[src/rtl/scu_dma_arbiter.sv]
// Shared-bus arbiter for the three SCU DMA levels and the DSP DMA port.
// Grants one owner at a time, forwards word acks, signals end of transfer and preempts long bursts.
module scu_dma_arbiter #(
  parameter int MAX_BURST  = 8,
  parameter int DSP_HIGH   = 0,
  parameter int GAP_CYCLES = 1
) (
  input  logic       CLK,
  input  logic       RST,
  input  logic       CE,
  input  logic [3:0] REQ,
  input  logic [3:0] LAST,
  output logic [3:0] ACK,
  output logic [3:0] END,
  output logic [1:0] OWNER,
  output logic       OWNER_VLD,
  output logic       BUS_REQ,
  input  logic       BUS_ACK
);

  typedef enum logic [1:0] {
    IDLE,
    XFER,
    DONE,
    GAP
  } state_t;

  localparam logic [7:0] BURST_LIMIT = 8'(MAX_BURST);
  localparam logic [3:0] GAP_LAST    = (GAP_CYCLES > 0) ? 4'(GAP_CYCLES - 1) : 4'd0;
  localparam state_t     AFTER_OWN   = (GAP_CYCLES == 0) ? IDLE : GAP;

  state_t     state;
  logic [7:0] burst;
  logic [3:0] gap_cnt;
  logic [3:0] mask;

  logic [3:0] masked_req;
  logic [3:0] eligible;
  logic [1:0] winner;
  logic [7:0] burst_next;
  logic [3:0] owner_onehot;

  // A preempted owner is skipped once, but only if someone else is waiting.
  always_comb begin
    masked_req = REQ & ~mask;
    eligible   = (masked_req != 4'd0) ? masked_req : REQ;
    winner     = 2'd0;
    if ((DSP_HIGH != 0) && eligible[3]) begin
      winner = 2'd3;
    end else if (eligible[0]) begin
      winner = 2'd0;
    end else if (eligible[1]) begin
      winner = 2'd1;
    end else if (eligible[2]) begin
      winner = 2'd2;
    end else if (eligible[3]) begin
      winner = 2'd3;
    end
  end

  assign burst_next   = burst + 8'd1;
  assign owner_onehot = 4'b0001 << OWNER;

  // ACK/END are one-CLK pulses independent of CE; everything else advances only on CE.
  always_ff @(posedge CLK) begin
    if (RST) begin
      state     <= IDLE;
      ACK       <= 4'd0;
      END       <= 4'd0;
      OWNER     <= 2'd0;
      OWNER_VLD <= 1'b0;
      BUS_REQ   <= 1'b0;
      burst     <= 8'd0;
      gap_cnt   <= 4'd0;
      mask      <= 4'd0;
    end else begin
      ACK <= 4'd0;
      END <= 4'd0;
      if (CE) begin
        case (state)
          IDLE: begin
            if (REQ != 4'd0) begin
              OWNER     <= winner;
              OWNER_VLD <= 1'b1;
              BUS_REQ   <= 1'b1;
              burst     <= 8'd0;
              mask      <= 4'd0;
              state     <= XFER;
            end
          end
          XFER: begin
            if (BUS_ACK) begin
              ACK   <= owner_onehot;
              burst <= burst_next;
              if (LAST[OWNER]) begin
                BUS_REQ <= 1'b0;
                state   <= DONE;
              end else if (burst_next == BURST_LIMIT) begin
                BUS_REQ   <= 1'b0;
                OWNER_VLD <= 1'b0;
                mask      <= mask | owner_onehot;
                gap_cnt   <= 4'd0;
                state     <= AFTER_OWN;
              end else if (!REQ[OWNER]) begin
                BUS_REQ   <= 1'b0;
                OWNER_VLD <= 1'b0;
                gap_cnt   <= 4'd0;
                state     <= AFTER_OWN;
              end
            end else if (!REQ[OWNER]) begin
              BUS_REQ   <= 1'b0;
              OWNER_VLD <= 1'b0;
              gap_cnt   <= 4'd0;
              state     <= AFTER_OWN;
            end
          end
          DONE: begin
            END       <= owner_onehot;
            OWNER_VLD <= 1'b0;
            gap_cnt   <= 4'd0;
            state     <= AFTER_OWN;
          end
          GAP: begin
            if (gap_cnt == GAP_LAST) begin
              state <= IDLE;
            end else begin
              gap_cnt <= gap_cnt + 4'd1;
            end
          end
          default: state <= IDLE;
        endcase
      end
    end
  end

endmodule

[config.mk]
export PLATFORM = sky130hd
export DESIGN_NAME = scu_dma_arbiter
export DESIGN_NICKNAME = d
export VERILOG_FILES = /design/src/rtl/scu_dma_arbiter.sv
export SDC_FILE = /design/constraint.sdc
export NUM_CORES = 1
export LEC_CHECK = 0
export ABC_AREA = 1
export CAP_MARGIN = 20
export CELL_PAD_IN_SITES_DETAIL_PLACEMENT = 1
export CELL_PAD_IN_SITES_GLOBAL_PLACEMENT = 1
export CORE_ASPECT_RATIO = 2
export CORE_MARGIN = 2
export CORE_UTILIZATION = 38
export CTS_CLUSTER_DIAMETER = 30
export CTS_CLUSTER_SIZE = 30
export DETAILED_ROUTE_END_ITERATION = 6
export GPL_ROUTABILITY_DRIVEN = 0
export GPL_TIMING_DRIVEN = 1
export PLACE_DENSITY = 0.83
export SETUP_SLACK_MARGIN = 0.1
export SLEW_MARGIN = 20
export SYNTH_ARGS = -nofsm -noshare
export SYNTH_HDL_FRONTEND = slang
export SYNTH_SLANG_ARGS = --single-unit
[constraint.sdc]
create_clock -name CLK -period 2.15 [get_ports CLK]
set_input_delay 0.43 -clock CLK [delete_from_list [all_inputs] [get_ports CLK]]
set_output_delay 0.43 -clock CLK [all_outputs]
set_load 0.02 [all_outputs]
==> impl_metrics.tcl, run 1 <==
set metrics [dict create \
    synthTopCellsByCount "53 x nand2_1, 35 x inv_1, 30 x dfxtp_1" \
    synth-xor-area-share_pct 0.5439 \
    finalHoldViolations 0 \
    fill_cells 520 \
    arrival_ns 2.04 \
    synth_edf_count 0 \
    yosysTopAreaCell "dfxtp_1" \
    setup_viol 0 \
    hold_depth 2 \
    wl_per_cell_um 14.65 \
    htree_levels 2 \
    post_cts_buffers 0 \
    cp_cell_sequence "clkdlybuf4s50_1 > nor2_1 > a31oi_2 > nand2_1 > a21oi_4 > nand3_1 > a21oi_1" \
    nNetsFinal 277 \
    rr_worst_depth 10 \
    synth_area_leaders "dfxtp_1 37%, nand2_1 12%, inv_1 8.2%" \
    period_share_pct 84.99 \
    port_buffers 23 \
    worstHoldStart "mask[2]" \
    hp-class "reg2reg" \
    ys.warnings.count 0 \
    whs_endpoint "mask[2]" \
    syn_to_final_growth_pct 25.49 \
    wirelength_um 4599 \
    start_util_pct 39.39 \
    dieHeight_um 96.06 \
    synth.ff_latch_count 30 \
    min_period_ns 1.827 \
    dpl.hpwl_um 3636 \
    reg2reg_to "gap_cnt[3]" \
    die_area_um2 4806 \
    postCtsHoldBufs 0 \
    power-per-cell-area_nw_per_um2 620.4 \
    synth_compound_area_share_pct 16.32 \
    stdcell_count 314 \
    async_flop_share_pct 0 \
    synth_top_flop_cell "dfxtp_1" \
    io_pins 24 \
    crit_path_top_delay_cell "clkdlybuf4s50_1" \
    synthAdderAreaFrac_pct 3.108 \
    route.detailed.drc 0 \
    ys_types 29 \
    first_pass_iters 4 \
    die_w_um 50.03 \
    placement.cell_area_um2 1924 \
    overflow 0 \
    core_area_um2 4088 \
    cap_violations 0 \
    synthCells 229 \
    synth_area_um2 1610 \
    grt_pass1_wl_um 7603 \
    path_class "in2reg" \
    synth_top_family_by_area "simple AND/OR/NAND/NOR gates" \
    root_buffer "clkbuf_8" \
    outcome "completed" \
    avgViaCountPerCell 5.111 \
    vias 1605 \
    fin_area_um2 2021 \
    max_freq_ghz 0.5473 \
    relSlewSlack_pct 77.89 \
    r2r_setup_slack_ns 0.40 \
    grt_max_degree 15 \
    total_power_w 0.001254 \
    crit-reg2reg-launch "burst[0]" \
    row_count 33 \
    start_kind "input port" \
    post-route-util_pct 49.43 \
    cp.required_ns 2.36 \
    dp.cells 306 \
    drtIter0Drc 25 \
    drive_above_1_share_pct 15.27 \
    synthSimpleGateAreaFrac_pct 32.71 \
    syn-num-nets 245 \
    gr-usage-all-layers_pct 21.31 \
    yosys.area.top_type_share_pct 37.30 \
    first_global_vias 1706 \
    drv_slew 0 \
    path_clk_slew_ns 0.07 \
    clockBufferDepth 2 \
    yosysMostFrequentCell "nand2_1" \
    cts_sinks 30 \
    yosys-mux-area-fraction_pct 0 \
    insertion_delay_ns 0.29 \
    ant_nets 0 \
    crit_path_max_fanout 8 \
    rsz0062_at_grt "no" \
    skew_ns 0.007030 \
    syn_avg_cell_area_um2 7.032 \
    ys_seq_area_share_pct 37.30 \
    diodes 0 \
    cp-end-kind "register" \
    fin_tns_setup_ns 0 \
    grt_antenna_before_repair 0 \
    worst_pin_slew_ns 0.3305 \
    cts_tree "built" \
    cts_buffers 5 \
    cpPeakStageDelay_ns 0.55 \
    max-vdd-ir-drop_uv 490.1 \
    p_leak_nw 0.8200 \
]
[worst max path at each step]
stage | from | to | slack, ns | cells past startpoint
CTS | burst[0] | gap_cnt[3] | 0.28 | 12
global placement | REQ[0] | burst[4] | 0.12 | 8
finish | REQ[0] | mask[0] | 0.32 | 7
global route | burst[0] | gap_cnt[3] | 0.15 | 12
detailed placement | REQ[0] | burst[4] | 0.07 | 8
floorplan | burst[0] | gap_cnt[3] | 0.60 | 10
[critical path, delay by kind of cell]
kind / cells / cell delay (ns)
and+or+nand+nor: 3 / 0.41
buffers and inverters: 1 / 0.55
AOI/OAI and AO/OA: 3 / 0.66
[registers in the layout, indices dropped and copies added (netlist names), named ones only]
signal,count
burst,8
ACK,4
END,4
gap_cnt,4
mask,4
OWNER,2
BUS_REQ,1
OWNER_VLD,1
state,1
[report_power, final]
group,leakage (nW),internal [W],switching (W)
sequential,0.244,0.000570,0.0000160
combinational,0.528,0.0000720,0.000114
clock,0.0482,0.000258,0.000223
[layout make-up]
| type | instances | area (µm²) | share of cell area, % |
|---|---|---|---|
| clock inverters | 1 | 5.005 | 0.2477 |
| clock buffers | 7 | 86.33 | 4.272 |
| inverters | 38 | 142.6 | 7.059 |
| flip-flops and latches | 30 | 603.1 | 29.85 |
| repair buffers | 28 | 267.8 | 13.25 |
| multi-input cells | 158 | 850.8 | 42.11 |
| well taps | 52 | 65.06 | 3.220 |
[routing by layer]
layer	vias to the layer above	share of wire (%)	track usage [%]
met2	48	57	41.12
met4	0	5.2	15.51
met1	735	35	18.96
li1	800	-	-
met3	22	3.1	3.727
met5	-	0	0
[per-stage QoR]
| step | hold slack (ns) | setup WS (ns) |
|---|---|---|
| 4_1_cts | 0.4739 | 0.2770 |
| 3_3_place_gp | 0.4500 | 0.1188 |
| 6_report | 0.4735 | 0.3228 |
| 3_5_place_dp | 0.4648 | 0.07235 |
| 5_1_grt | 0.4969 | 0.1528 |
| 2_1_floorplan | 0.4354 | 0.5973 |
[kinds of logic after synthesis]
logic type	Yosys count
AO/OA/AOI/OAI	43
XOR/XNOR	1
adder cells (fa/ha/maj)	4
buffers and inverters	41
flip-flops	30
AND/OR/NAND/NOR	110
[cell usage in the layout (no fill, tap or decap), types with 2 or more instances in the layout]
cell type        instances
nand2_2                  5
dfxtp_2                  2
o22ai_1                  4
nand3_1                  8
nor2_1                  24
inv_1                   35
o21ai_2                  3
a21oi_1                 21
nand2_1                 53
inv_2                    3
nor2_2                   3
clkdlybuf4s50_1         23
ha_1                     3
nand3_2                  4
clkbuf_8                 6
buf_4                    5
o21ai_0                  6
nand4_1                  8
dfxtp_1                 28
nor2_4                   2
o21ai_1                  3
[timing repair]
item	4_1_cts	5_1_grt
hold endpoints to repair	0	0
resized for setup	0	3
setup endpoints to repair	0	6
Note: power is estimated with default switching activity, not from simulation.
==> run 2: changes to the inputs <==
--- a/config.mk
+++ b/config.mk
@@ -11,13 +11,13 @@
 export CELL_PAD_IN_SITES_GLOBAL_PLACEMENT = 1
 export CORE_ASPECT_RATIO = 2
 export CORE_MARGIN = 2
-export CORE_UTILIZATION = 38
+export CORE_UTILIZATION = 34
 export CTS_CLUSTER_DIAMETER = 30
 export CTS_CLUSTER_SIZE = 30
 export DETAILED_ROUTE_END_ITERATION = 6
 export GPL_ROUTABILITY_DRIVEN = 0
 export GPL_TIMING_DRIVEN = 1
-export PLACE_DENSITY = 0.83
+export PLACE_DENSITY = 0.79
 export SETUP_SLACK_MARGIN = 0.1
 export SLEW_MARGIN = 20
 export SYNTH_ARGS = -nofsm -noshare
==> constraint.sdc (replaced) <==
create_clock -name CLK -period 1.5 [get_ports CLK]
set_input_delay 0.3 -clock CLK [delete_from_list [all_inputs] [get_ports CLK]]
set_output_delay 0.3 -clock CLK [all_outputs]
set_load 0.02 [all_outputs]
==> run 2 against run 1 <==
Compared with the run above:
- register-to-register slack worse by 0.57 ns
- global-route usage up 2.1 points
- the run now ends with setup timing left
- via count up 17%
- total power up 62%
- highest routed layer unchanged
- clock skew about the same
==> impl_metrics.tcl, run 2 (synthesis gave the netlist of run 1 again) <==
set metrics [dict create \
    drive_above_1_share_pct 38.03 \
    clockPowerShare_pct 38.3 \
    diodes 0 \
    power_frac_comb_pct 20.4 \
    io_pins 24 \
    r2r_setup_slack_ns -0.17 \
    period_share_pct 111.3 \
    first_global_vias 1968 \
    rsz0062_at_grt "yes" \
    largest-register "burst" \
    drtIter0Drc 28 \
    drv_slew 0 \
    route.detailed.drc 0 \
    hold_depth 2 \
    grt_pass1_wl_um 9066 \
    pre_cts_slack_ns -0.4295 \
    ant_nets 0 \
    max_freq_ghz 0.5991 \
    relSlewSlack_pct 76.00 \
    worstHoldStart "mask[0]" \
    p_leak_nw 1.132 \
    whs_endpoint "mask[0]" \
    setup_viol 18 \
    sw_frac_of_total_pct 30.24 \
    path_clk_slew_ns 0.07 \
    crit_path_top_delay_cell "dfxtp_4" \
    min_period_ns 1.669 \
    syn_to_final_growth_pct 58.04 \
    insertion_delay_ns 0.29 \
    port_buffers 23 \
    cp.required_ns 1.68 \
    worst_pin_slew_ns 0.3597 \
    cts_sinks 30 \
    rr_worst_depth 12 \
    wirelength_um 6494 \
    overflow 0 \
    wl_per_cell_um 18.04 \
    total_power_w 0.002029 \
    row_count 35 \
    largest_register_ffs 8 \
    gr-usage-all-layers_pct 23.41 \
    cp-end-kind "register" \
    grt_antenna_before_repair 0 \
    die_area_um2 5336 \
    finalHoldViolations 0 \
    arrival_ns 1.85 \
    clockBufferDepth 2 \
    first_pass_iters 4 \
    fill_cells 573 \
    cp_cell_sequence "ha_4 > inv_2 > nand2_2 > nand2_4 > nor2_4 > nand3_2 > nor2_4 > nand3_4 > nand2_4 > nand2_4 > o21ai_2 > inv_1" \
    p_seq_share_pct 41.3 \
    start_kind "register" \
    die_w_um 52.66 \
    fin_area_um2 2545 \
    nNetsFinal 320 \
    hp-class "reg2reg" \
    dpl.hpwl_um 3957 \
    grt_max_degree 15 \
    cap_violations 0 \
    core_area_um2 4598 \
    htree_levels 2 \
    cts_tree "built" \
    final_cell_mix "42 x nand2_1, 42 x buf_4, 33 x inv_1" \
    critPathMostFrequentCell "nand2_4" \
    power-per-cell-area_nw_per_um2 797.4 \
    switchingPower_w 0.0006137 \
    cts_buffers 5 \
    reg2reg_to "gap_cnt[0]" \
    final.setup.worst_slack_ns -0.1690 \
    outcome "finished with violations" \
    path_class "reg2reg" \
    placement.cell_area_um2 2161 \
    cpPeakStageDelay_ns 0.38 \
    crit-reg2reg-launch "burst[0]" \
    violations "setup timing" \
    postCtsHoldBufs 0 \
    dieHeight_um 101.3 \
    crit_path_max_fanout 4 \
    skew_ns 0.006840 \
    max-vdd-ir-drop_uv 768.0 \
    p_int_w 0.001416 \
    avgViaCountPerCell 5.203 \
    root_buffer "clkbuf_8" \
    start_util_pct 35.02 \
    vias 1873 \
]
[run 2: cell count changes in the layout (fill, tap and decap cells not counted), sizes merged, moves of 2 or more]
cell / change
clkinvlp: +2
buf: +43
clkdlybuf4s50: -17
dlygate4sd2: +16
[run 2: worst max path at each step]
stage / from / to / slack, ns
after global placement: REQ[2] / burst[4] / -0.37
after floorplan: burst[1] / gap_cnt[3] / 0.09
after detailed placement: CE / burst[2] / -0.43
after CTS: burst[1] / register / -0.11
after global routing: burst[0] / gap_cnt[0] / -0.26
final: burst[0] / gap_cnt[0] / -0.17
[run 2: power by group through the flow]
stage / Combinational (W) / Sequential, W / Clock [W]
floorplan: 0.000152 / 0.000857 / 0
global placement: 0.000311 / 0.000851 / 0
detailed placement: 0.000318 / 0.000851 / 0
CTS: 0.000341 / 0.000835 / 0.000780
global route: 0.000441 / 0.000841 / 0.000811
finish: 0.000414 / 0.000839 / 0.000777
[run 2: stage by stage]
stage                     hold WS (ns)  utilization (%)  setup TNS (ns)  instances
final                           0.4710            55.35          -1.599        360
after global routing            0.4930            55.35          -3.168        360
after CTS                       0.4620            52.33         -0.5849        355
after detailed placement        0.4563            46.99          -8.221        337
after global placement          0.4480            46.99          -7.024        337
after floorplan                 0.3691                -               0        229
[run 2: routing by layer]
metal / global-route usage (%) / part of all wire, % / up-vias
met5: 0 / 0 / -
met4: 15.78 / 5.0 / 0
met3: 4.130 / 2.5 / 26
li1: - / - / 886
met2: 44.42 / 58 / 50
met1: 20.96 / 35 / 911
[run 2: repair_timing]
item / in CTS / in global routing
setup endpoints to repair: 38 / 24
pin swaps: 6 / 14
setup buffers: 10 / 5
gates resized for setup: 41 / 30
[run 2: layout make-up]
type                       instances  area, µm²  share of cell area, %
sequential                        30      620.6                  24.39
clock inverter                     2      15.01                 0.5900
clock buffer                       6      93.84                  3.687
multi-input combinational        158       1008                  39.63
tap                               55      68.82                  2.704
inverter                          38      145.1                  5.703
timing repair buffer              71      593.1                  23.30
[run 2: worst max-delay path, delay by kind of cell (launching register included)]
kind	cells	cell delay, ns
adder cells (fa/ha/maj)	1	0.18
AO/OA/AOI/OAI	1	0.12
AND/OR/NAND/NOR	8	0.76
buffers and inverters	2	0.10
flip-flops	1	0.38
==> run 3: changes to the inputs <==
--- a/config.mk
+++ b/config.mk
@@ -9,7 +9,7 @@
 export CAP_MARGIN = 20
 export CELL_PAD_IN_SITES_DETAIL_PLACEMENT = 1
 export CELL_PAD_IN_SITES_GLOBAL_PLACEMENT = 1
-export CORE_ASPECT_RATIO = 2
+export CORE_ASPECT_RATIO = 1.1
 export CORE_MARGIN = 2
 export CORE_UTILIZATION = 34
 export CTS_CLUSTER_DIAMETER = 30
@@ -17,7 +17,8 @@
 export DETAILED_ROUTE_END_ITERATION = 6
 export GPL_ROUTABILITY_DRIVEN = 0
 export GPL_TIMING_DRIVEN = 1
-export PLACE_DENSITY = 0.79
+export PLACE_DENSITY_LB_ADDON = 0.05
+export REMOVE_ABC_BUFFERS = 1
 export SETUP_SLACK_MARGIN = 0.1
 export SLEW_MARGIN = 20
 export SYNTH_ARGS = -nofsm -noshare
==> run 3 against run 2 <==
Compared with the run above:
- the flow still finishes with violations (setup timing)
- clock skew shrank 0.0034 ns
- die area shrank 0.61%
- combinational power grew 1%
- register-to-register slack gained 0.04 ns
- final area grew 3.3%
- maximum frequency grew 2.8%
- critical path depth shrank 2
- final cell count grew 0.28%
- clock power grew 5.5%
- sequential share of layout area shrank 0.54 points
- sequential power is essentially flat
- critical path type unchanged
==> impl_metrics.tcl, run 3 (synthesis gave the netlist of run 1 again) <==
set metrics [dict create \
    rr_worst_depth 10 \
    max_freq_ghz 0.6157 \
    p_seq_share_pct 40.3 \
    p_leak_nw 1.162 \
    die_w_um 69.62 \
    sw_frac_of_total_pct 28.14 \
    largest-register "burst" \
    period_share_pct 108.3 \
    die_area_um2 5303 \
    crit_path_max_fanout 4 \
    skew_ns 0.003441 \
    switchingPower_w 0.0005843 \
    port_buffers 23 \
    row_count 26 \
    nNetsFinal 320 \
    drive_above_1_share_pct 44.26 \
    max-vdd-ir-drop_uv 488.6 \
    first_pass_iters 4 \
    holdWs_ns 0.4735 \
    syn_to_final_growth_pct 63.25 \
    dieHeight_um 76.18 \
    start_kind "register" \
    path_clk_slew_ns 0.07 \
    worstHoldStart "mask[0]" \
    first_global_vias 1844 \
    grt_pass1_wl_um 8411 \
    avgViaCountPerCell 4.945 \
    vias 1785 \
    insertion_delay_ns 0.29 \
    diodes 0 \
    gr-usage-all-layers_pct 19.87 \
    core_area_um2 4587 \
    worst_pin_slew_ns 0.2849 \
    wl_per_cell_um 14.56 \
    final.setup.worst_slack_ns -0.1242 \
    largest_register_ffs 8 \
    io_pins 24 \
    hp-class "reg2reg" \
    root_buffer "clkbuf_8" \
    outcome "finished with violations" \
    drtIter0Drc 48 \
    ant_nets 0 \
    reg2reg_to "gap_cnt[0]" \
    power-per-cell-area_nw_per_um2 789.8 \
    cts_tree "built" \
    r2r_setup_slack_ns -0.12 \
    route.detailed.drc 0 \
    rsz0062_at_grt "yes" \
    finalHoldViolations 0 \
    grt_max_degree 15 \
    clockPowerShare_pct 39.5 \
    whs_endpoint "mask[0]" \
    hold_depth 2 \
    relSlewSlack_pct 80.94 \
    cp.required_ns 1.69 \
    final_common_cell "buf_4" \
    arrival_ns 1.81 \
    power_frac_comb_pct 20.2 \
    pre_cts_slack_ns -0.4169 \
    grt_antenna_before_repair 0 \
    cts_sinks 30 \
    violations "setup timing" \
    cts_buffers 5 \
    drv_slew 0 \
    dpl.hpwl_um 3614 \
    final_cell_mix "44 x buf_4, 39 x nand2_1, 30 x inv_1" \
    overflow 0 \
    htree_levels 2 \
    cp-end-kind "register" \
    start_util_pct 35.11 \
    wirelength_um 5255 \
    crit-reg2reg-launch "OWNER[0]" \
    path_class "reg2reg" \
    min_period_ns 1.624 \
    clockBufferDepth 2 \
    setup_viol 11 \
    p_int_w 0.001492 \
    cap_violations 0 \
]
run 3: cell types whose count changed in the layout (fill, tap and decap cells not counted), sizes merged:
cell,before,now
dlygate4sd2,16,17
clkdlybuf4s50,6,5
bufinv,0,1
clkbuf,6,5
clkinvlp,2,0
clkdlybuf4s15,1,0
dlymetal6s2s,0,1
clkinv,0,2
run 3: critical path, stage by stage (launching register included):
cell and delay [ns]:
dfxtp_4 0.38, buf_4 0.12, nor2_4 0.04, nand2_1 0.06, nand4_1 0.21, nand2_1 0.20, nand2_1 0.11, nor2_4 0.15
nand2_4 0.08, o21ai_2 0.11, inv_1 0.05
run 3: power groups by stage:
stage | combinational (W) | sequential (W) | clock (W)
floorplan | 0.000135 | 0.000866 | 0
global placement | 0.000323 | 0.000851 | 0
detailed placement | 0.000327 | 0.000852 | 0
CTS | 0.000367 | 0.000837 | 0.000828
global route | 0.000452 | 0.000840 | 0.000860
finish | 0.000419 | 0.000836 | 0.000820
run 3: area by class of cell:
class / count / area (µm²)
multi-input combinational: 158 / 1089
sequential: 30 / 626.9
timing repair buffer: 71 / 586.8
fill: 567 / 1958
inverter: 38 / 147.6
clock inverter: 3 / 40.04
tap: 56 / 70.07
clock buffer: 5 / 68.82
run 3: metal layers:
metal | global-route usage, % | vias to the layer above | wire length [µm]
li1 | - | 893 | -
met4 | 6.923 | 0 | 68
met2 | 38.46 | 25 | 2941
met1 | 21.16 | 859 | 2118
met5 | 0 | - | 0
met3 | 3.704 | 8 | 126
run 3: worst max path at each step:
| stage | start | end | slack [ns] | cells after the start |
|---|---|---|---|---|
| floorplan | burst[0] | gap_cnt[3] | -0.05 | 10 |
| global placement | REQ[2] | burst[4] | -0.38 | 8 |
| detailed placement | REQ[2] | burst[4] | -0.42 | 8 |
| CTS | burst[0] | gap_cnt[0] | -0.09 | 10 |
| global route | burst[5] | gap_cnt[0] | -0.22 | 11 |
| finish | OWNER[0] | gap_cnt[0] | -0.12 | 10 |
run 3: stage by stage:
step | util, % | setup TNS, ns | total power, W | instances | cell area, µm²
after floorplan | - | -0.1576 | 0.001001 | 226 | 1592
after global placement | 47.30 | -6.496 | 0.001175 | 342 | 2170
after detailed placement | 47.30 | -7.302 | 0.001179 | 342 | 2170
after CTS | 53.41 | -0.3364 | 0.002032 | 357 | 2450
after global routing | 57.31 | -1.707 | 0.002152 | 361 | 2629
final | 57.31 | -0.6888 | 0.002076 | 361 | 2629
run 3: timing repair:
item / CTS / global route
endpoints found under the hold margin: 0 / 0
pin swaps: 11 / 22
endpoints found under the setup margin: 34 / 22
hold buffers: 0 / 0
resized for setup: 59 / 43
buffers inserted: 7 / 4
